### config.mk
export PLATFORM = sky130hd
export DESIGN_NAME = trace_arbiter_flat
export DESIGN_NICKNAME = d
export VERILOG_FILES = /design/src/rtl/raybox_pkg.sv /design/src/rtl/trace_arbiter_if.sv /design/src/rtl/trace_fifo.sv /design/src/rtl/trace_arbiter.sv /design/src/flat_wrapper.sv
export SDC_FILE = /design/constraint.sdc
export NUM_CORES = 1
export LEC_CHECK = 0
export CAP_MARGIN = 40
export CORE_ASPECT_RATIO = 1.2
export CORE_MARGIN = 4
export CORE_UTILIZATION = 49
export CTS_CLUSTER_DIAMETER = 120
export DETAILED_ROUTE_END_ITERATION = 10
export GPL_ROUTABILITY_DRIVEN = 0
export PLACE_DENSITY = 0.81
export SYNTH_ARGS = -nofsm -noshare
export SYNTH_HDL_FRONTEND = slang
export SYNTH_SLANG_ARGS = --single-unit
### constraint.sdc
create_clock -name clk -period 2.75 [get_ports clk]
set_clock_uncertainty 0.15 [all_clocks]
set_input_delay 0.4125 -clock clk [delete_from_list [all_inputs] [get_ports clk]]
set_output_delay 0.4125 -clock clk [all_outputs]
set_load 0.01 [all_outputs]
### src/rtl/raybox_pkg.sv
// Shared raybox types and screen geometry used by tracer, trace_arbiter and trace_buffer.
package raybox_pkg;

  localparam int unsigned COL_BITS      = 10;
  localparam int unsigned HEIGHT_BITS   = 8;
  localparam int unsigned SCREEN_WIDTH  = 640;
  localparam int unsigned SCREEN_HEIGHT = 480;

  typedef struct packed {
    logic [COL_BITS-1:0]    column;
    logic                   side;
    logic [HEIGHT_BITS-1:0] height;
  } trace_entry_t;

  typedef enum logic {
    SW_IDLE,
    SW_SWEEP
  } sweep_state_t;

  typedef enum logic [1:0] {
    GNT_NONE,
    GNT_RENDER,
    GNT_TRACER,
    GNT_DEBUG
  } grant_t;

endpackage

### src/rtl/trace_arbiter_if.sv
// Tracer -> arbiter column-result channel (valid/ready).
interface trace_arbiter_if #(
  parameter int unsigned COL_BITS    = 10,
  parameter int unsigned HEIGHT_BITS = 8
);
  logic                   wr_valid;
  logic                   wr_ready;
  logic [COL_BITS-1:0]    wr_column;
  logic                   wr_side;
  logic [HEIGHT_BITS-1:0] wr_height;

  modport master (
    output wr_valid, wr_column, wr_side, wr_height,
    input  wr_ready
  );

  modport slave (
    input  wr_valid, wr_column, wr_side, wr_height,
    output wr_ready
  );
endinterface

### src/rtl/trace_fifo.sv
// Generic synchronous FIFO with occupancy count; DEPTH must be a power of two.
module trace_fifo #(
  parameter int unsigned WIDTH = 19,
  parameter int unsigned DEPTH = 4,
  localparam int unsigned PTR_BITS = $clog2(DEPTH)
) (
  input  logic             clk,
  input  logic             reset,
  input  logic             push,
  input  logic             pop,
  input  logic [WIDTH-1:0] din,
  output logic [WIDTH-1:0] dout,
  output logic [PTR_BITS:0] level,
  output logic             full,
  output logic             empty
);

  logic [WIDTH-1:0]    mem [DEPTH];
  logic [PTR_BITS-1:0] wr_ptr;
  logic [PTR_BITS-1:0] rd_ptr;
  logic                do_push;
  logic                do_pop;

  assign full    = (level == (PTR_BITS+1)'(DEPTH));
  assign empty   = (level == '0);
  // A full FIFO refuses a push even when a pop frees a slot in the same cycle.
  assign do_push = push && !full;
  assign do_pop  = pop && !empty;
  assign dout    = mem[rd_ptr];

  always_ff @(posedge clk) begin
    if (do_push) mem[wr_ptr] <= din;
  end

  always_ff @(posedge clk) begin
    if (!reset) begin
      wr_ptr <= '0;
      rd_ptr <= '0;
      level  <= '0;
    end else begin
      if (do_push) wr_ptr <= wr_ptr + 1'b1;
      if (do_pop)  rd_ptr <= rd_ptr + 1'b1;
      level <= level + (PTR_BITS+1)'(do_push) - (PTR_BITS+1)'(do_pop);
    end
  end

endmodule

### src/rtl/trace_arbiter.sv
// Shares the trace_buffer port between render read-out, queued tracer writes and a VBLANK debug sweep.
module trace_arbiter
  import raybox_pkg::*;
#(
  parameter int unsigned COL_BITS     = raybox_pkg::COL_BITS,
  parameter int unsigned HEIGHT_BITS  = raybox_pkg::HEIGHT_BITS,
  parameter int unsigned SCREEN_WIDTH = raybox_pkg::SCREEN_WIDTH,
  parameter int unsigned FIFO_DEPTH   = 4,
  localparam int unsigned LVL_BITS    = $clog2(FIFO_DEPTH) + 1
) (
  input  logic                   clk,
  input  logic                   reset,
  input  logic                   visible,
  input  logic [9:0]             h,
  input  logic                   vblank,
  trace_arbiter_if.slave         wr,
  input  logic [HEIGHT_BITS-1:0] dbg_height,
  output logic [COL_BITS-1:0]    buf_column,
  output logic                   buf_we,
  output logic                   buf_side,
  output logic [HEIGHT_BITS-1:0] buf_height,
  output logic [LVL_BITS-1:0]    fifo_level,
  output logic                   overflow,
  output logic                   sweep_busy
);

  localparam int unsigned ENTRY_W = COL_BITS + 1 + HEIGHT_BITS;

  typedef struct packed {
    logic [COL_BITS-1:0]    column;
    logic                   side;
    logic [HEIGHT_BITS-1:0] height;
  } entry_t;

  entry_t                 head;
  logic   [ENTRY_W-1:0]   head_raw;
  logic                   fifo_full;
  logic                   fifo_empty;
  logic                   fifo_push;
  logic                   fifo_pop;
  logic                   head_in_range;

  sweep_state_t           state_q, state_d;
  logic [COL_BITS-1:0]    sweep_cnt_q, sweep_cnt_d;
  logic [HEIGHT_BITS-1:0] sweep_ht_q, sweep_ht_d;
  logic                   vblank_q;
  grant_t                 grant;

  assign wr.wr_ready = reset && !fifo_full;
  assign fifo_push   = wr.wr_valid && wr.wr_ready;

  trace_fifo #(
    .WIDTH (ENTRY_W),
    .DEPTH (FIFO_DEPTH)
  ) u_fifo (
    .clk   (clk),
    .reset (reset),
    .push  (fifo_push),
    .pop   (fifo_pop),
    .din   ({wr.wr_column, wr.wr_side, wr.wr_height}),
    .dout  (head_raw),
    .level (fifo_level),
    .full  (fifo_full),
    .empty (fifo_empty)
  );

  assign head          = entry_t'(head_raw);
  assign head_in_range = ({1'b0, head.column} < (COL_BITS+1)'(SCREEN_WIDTH));
  assign sweep_busy    = (state_q == SW_SWEEP);

  // Debug only holds the port while vblank is still high, so an abort never writes the current column.
  always_comb begin
    grant = GNT_NONE;
    if (visible)                            grant = GNT_RENDER;
    else if (!fifo_empty)                   grant = GNT_TRACER;
    else if (state_q == SW_SWEEP && vblank) grant = GNT_DEBUG;
  end

  always_comb begin
    buf_column = COL_BITS'(h);
    buf_we     = 1'b0;
    buf_side   = 1'b0;
    buf_height = '0;
    fifo_pop   = 1'b0;
    unique case (grant)
      GNT_TRACER: begin
        buf_column = head.column;
        buf_side   = head.side;
        buf_height = head.height;
        buf_we     = reset && head_in_range;
        fifo_pop   = reset;
      end
      GNT_DEBUG: begin
        buf_column = sweep_cnt_q;
        buf_height = sweep_ht_q;
        buf_we     = reset;
      end
      default: ;
    endcase
  end

  always_comb begin
    state_d     = state_q;
    sweep_cnt_d = sweep_cnt_q;
    sweep_ht_d  = sweep_ht_q;
    unique case (state_q)
      SW_IDLE: begin
        if (vblank && !vblank_q && dbg_height != '0) begin
          state_d     = SW_SWEEP;
          sweep_ht_d  = dbg_height;
          sweep_cnt_d = '0;
        end
      end
      SW_SWEEP: begin
        if (!vblank) begin
          state_d     = SW_IDLE;
          sweep_cnt_d = '0;
        end else if (grant == GNT_DEBUG) begin
          if (sweep_cnt_q == COL_BITS'(SCREEN_WIDTH - 1)) begin
            state_d     = SW_IDLE;
            sweep_cnt_d = '0;
          end else begin
            sweep_cnt_d = sweep_cnt_q + 1'b1;
          end
        end
      end
      default: state_d = SW_IDLE;
    endcase
  end

  always_ff @(posedge clk) begin
    if (!reset) begin
      state_q     <= SW_IDLE;
      sweep_cnt_q <= '0;
      sweep_ht_q  <= '0;
      vblank_q    <= 1'b0;
      overflow    <= 1'b0;
    end else begin
      state_q     <= state_d;
      sweep_cnt_q <= sweep_cnt_d;
      sweep_ht_q  <= sweep_ht_d;
      vblank_q    <= vblank;
      overflow    <= overflow | (wr.wr_valid && !wr.wr_ready);
    end
  end

endmodule
### src/flat_wrapper.sv
// flat-port wrapper written by rule: the top's interface ports become plain ports
module trace_arbiter_flat import raybox_pkg::*;
#(
  parameter int unsigned COL_BITS     = raybox_pkg::COL_BITS,
  parameter int unsigned HEIGHT_BITS  = raybox_pkg::HEIGHT_BITS,
  parameter int unsigned SCREEN_WIDTH = raybox_pkg::SCREEN_WIDTH,
  parameter int unsigned FIFO_DEPTH   = 4,
  localparam int unsigned LVL_BITS    = $clog2(FIFO_DEPTH) + 1
)
  (clk, reset, visible, h, vblank, dbg_height, buf_column, buf_we, buf_side, buf_height, fifo_level, overflow, sweep_busy, wr_wr_valid, wr_wr_column, wr_wr_side, wr_wr_height, wr_wr_ready);
  trace_arbiter_if #(.COL_BITS(COL_BITS), .HEIGHT_BITS(HEIGHT_BITS)) wr_i ();
  input  logic clk;
  input  logic reset;
  input  logic visible;
  input  logic [9:0] h;
  input  logic vblank;
  input  logic [HEIGHT_BITS-1:0] dbg_height;
  output logic [COL_BITS-1:0] buf_column;
  output logic buf_we;
  output logic buf_side;
  output logic [HEIGHT_BITS-1:0] buf_height;
  output logic [LVL_BITS-1:0] fifo_level;
  output logic overflow;
  output logic sweep_busy;
  input wire logic [$bits(wr_i.wr_valid)-1:0] wr_wr_valid;
  input wire logic [$bits(wr_i.wr_column)-1:0] wr_wr_column;
  input wire logic [$bits(wr_i.wr_side)-1:0] wr_wr_side;
  input wire logic [$bits(wr_i.wr_height)-1:0] wr_wr_height;
  output wire logic [$bits(wr_i.wr_ready)-1:0] wr_wr_ready;
  assign wr_i.wr_valid = wr_wr_valid;
  assign wr_i.wr_column = wr_wr_column;
  assign wr_i.wr_side = wr_wr_side;
  assign wr_i.wr_height = wr_wr_height;
  assign wr_wr_ready = wr_i.wr_ready;
  trace_arbiter #(.COL_BITS(COL_BITS), .HEIGHT_BITS(HEIGHT_BITS), .SCREEN_WIDTH(SCREEN_WIDTH), .FIFO_DEPTH(FIFO_DEPTH)) u_core (.clk(clk), .reset(reset), .visible(visible), .h(h), .vblank(vblank), .wr(wr_i), .dbg_height(dbg_height), .buf_column(buf_column), .buf_we(buf_we), .buf_side(buf_side), .buf_height(buf_height), .fifo_level(fifo_level), .overflow(overflow), .sweep_busy(sweep_busy));
endmodule
==> reports/results.ini <==
[cts]
cts.sinks = 106
cts_max_path_buffers = 2
cts_buffers = 9
cts-root-buf = clkbuf_8
clk_pin_slew_ns = 0.10
clock_latency_ns = 0.36
htreeDepth = 3
cts_tree = built
holdBufCountCts = 0

[floorplan]
rows = 38
pin_count = 68
start_util = 0.505
die_x_um = 96.3
die-area_mm2 = 0.0110
core_mm2 = 0.00908
die_height_um = 114

[synthesis]
synth_top_cells_by_count = edfxtp_1 (76), nand2_1 (36), dfxtp_1 (30)
syn_inst = 320
synth_top_family_by_area = compound AO/OA/AOI/OAI gates
avgSynthCellArea_um2 = 14.3
synth.distinct_cells = 53
synth_fa_ha_area_frac = 0.0235
synthTopCellsByArea = edfxtp_1 (50%), dfxtp_1 (13%), mux4_2 (9.3%)
synth_compound_area_frac = 0.118
synth_most_common_cell = edfxtp_1
synth_area_leader_cell = edfxtp_1
synth-xor-area-share = 0.00955
async_flop_share = 0
synth_top_area_frac = 0.498
syn_area_mm2 = 0.00459
synth.area.mux_share = 0.0933
yosys_most_used_dff = edfxtp_1
synth_edf_count = 76
syn_nets = 370
synth-simple-area-share = 0.0998
yosysSeqAreaShare = 0.628
yosysWarnings = 0
ys_seq_elements = 106

[grt]
grt_max_degree = 20
grt_pass1_vias = 3129
overflow = 0
antenna_found_initial = 0
grt_use_total = 0.193
grt_pass1_wl_mm = 16.0

[sta]
rsz0062_at_grt = false
period_minus_slack_ns = 2.65
max_clock_freq_ghz = 0.378
min_period_over_period = 0.962
slew_headroom = 0.724
report.final.slew_viol_count = 0
timing_worst_slew_pin_value_ns = 0.413
setup_violations = 0
finalHoldViolCount = 0

[detailed_routing]
wire_per_inst_um = 18.3
drc = 0
drt_first_iter_violations = 198
drt-total-wl_mm = 9.93
ant_nets = 0
drtPass1Iterations = 4
detail_route.vias_per_cell = 5.58
vias = 3028

[setup_path]
crit_path_start_kind = flip-flop
r2r-start = u_core.u_fifo.level[0]$_SDFF_PN0_
cp-end-kind = output port
crit_chain = or3_4 -> nor3_2 -> buf_6 -> buf_4 -> a22o_1 -> dlygate4sd2_1
crit_buf_inv = 3
critical_path.top_delay_family = simple AND/OR/NAND/NOR gates
max_stage_delay_ns = 0.43
r2r_slack_ns = 0.32
crit_slowest_cell = or3_4
worstSetupPathType = reg2out
crit_arrival_ns = 2.08
worstPathRequired_ns = 2.19
rr_worst_depth = 10
critPathMaxFanout = 7
timing.rr.end = u_core.u_fifo.level[2]$_SDFF_PN0_

[power_and_ir_drop]
peakVddDrop_mv = 0.429
powerDensity_mw_per_mm2 = 705
finalPower_w = 0.00411
leakagePower_nw = 2.08

[worst_hold_path]
hold_depth = 2
hold_path.startpoint = u_core.sweep_ht_q[2]$_SDFFE_PN0P_
min_path_type = reg2reg
hold-path-endpoint = u_core.sweep_ht_q[2]$_SDFFE_PN0P_

[layout]
register_area_mm2 = 0.00289
area_growth_pct = 27.0
fin_nets = 468
stdcell_count = 543
fillCellCount = 668
final_core_util = 0.641
multiInputGateArea_mm2 = 0.00159
n_antenna_cell = 0
drive_above_1_share = 0.236
fin_area_mm2 = 0.00582

[outcome]
status = completed

[placement]
dp_hpwl_mm = 7.12
detailed_place.area_mm2 = 0.00557
io_buffers = 67
place_inst = 519

[job]
drv_cap = 0

## final cells by class
class | instances | share of cell area
flip-flops and latches | 106 | 0.495
multi-input cells | 188 | 0.272
repair buffers | 104 | 0.168
well taps | 120 | 0.0258
clock buffers | 10 | 0.0236
clock inverters | 6 | 0.00967
inverters | 9 | 0.00580
## metrics by stage
step                      setup slack, ns  TNS (ns)  hold WS, ns
after floorplan                    0.0376         0        0.298
after global placement            -0.0697   -0.0750        0.306
after detailed placement          -0.0672    -0.150        0.312
after CTS                          0.0144         0        0.326
after global routing              0.00726         0        0.354
final                               0.104         0        0.332
## metal layers
metal / wire, um / global-route usage / vias to the layer above
li1: - / - / 1426
met4: 119 / 0.0561 / 0
met2: 5350 / 0.327 / 88
met5: 0 / 0 / -
met3: 513 / 0.0336 / 7
met1: 3950 / 0.253 / 1507
## worst max path at each step
stage	from	end	slack, ns	cells past startpoint
5_1_grt	u_core.u_fifo.level[1]$_SDFF_PN0_	buf_height[2]	0.007	6
3_5_place_dp	visible	buf_we	-0.07	4
6_report	u_core.u_fifo.level[1]$_SDFF_PN0_	buf_height[0]	0.10	6
3_3_place_gp	vblank	buf_we	-0.07	5
4_1_cts	flip-flop	buf_side	0.01	5
2_1_floorplan	reset	u_core.u_fifo.level[2]$_SDFF_PN0_	0.04	11
## flip-flops by register name (all words and copies together), names as in the netlist, named ones only
| name | count |
|---|---|
| u_core.u_fifo.mem | 76 |
| u_core.sweep_cnt_q | 10 |
| u_core.sweep_ht_q | 8 |
| u_core.u_fifo.level | 3 |
| u_core.u_fifo.rd_ptr | 2 |
| u_core.u_fifo.wr_ptr | 2 |
| u_core.overflow | 1 |
| u_core.sweep_busy | 1 |
| u_core.vblank_q | 1 |
## tightest hold or removal path: cells and delay by family (launching register included)
family | cells | cell delay (ns)
AOI/OAI and AO/OA | 1 | 0.05
DFF | 1 | 0.32
and+or+nand+nor | 1 | 0.07
## kinds of logic after synthesis
| group | after synthesis |
|---|---|
| adders and majority gates | 8 |
| and+or+nand+nor | 88 |
| buffers and inverters | 26 |
| muxes | 19 |
| DFF | 106 |
| xor gates and xnor gates | 5 |
| AOI/OAI and AO/OA | 68 |
## layout by cell type (no fill, tap or decap), drive strengths merged, types with 13 or more instances in the layout
master	netlist	layout
nor2	15	15
edfxtp	76	76
clkdlybuf4s50	0	47
a21oi	13	13
buf	9	37
nand2	38	38
dfxtp	30	30
dlygate4sd2	0	19
mux4	19	19
## repair_timing
action,CTS,global route
resized for setup,23,3
endpoints found under the setup margin,19,6
buffers inserted,8,0
cloned,0,0
pin swaps,1,0
## report_power, final
part           internal, W  leakage, nW  switching, W
combinational     0.000701         1.05      0.000610
sequential         0.00182        0.935     0.0000703
clock             0.000373       0.0969      0.000535
total              0.00289         2.08       0.00122
No activity file was read; power rests on OpenSTA's default activity.
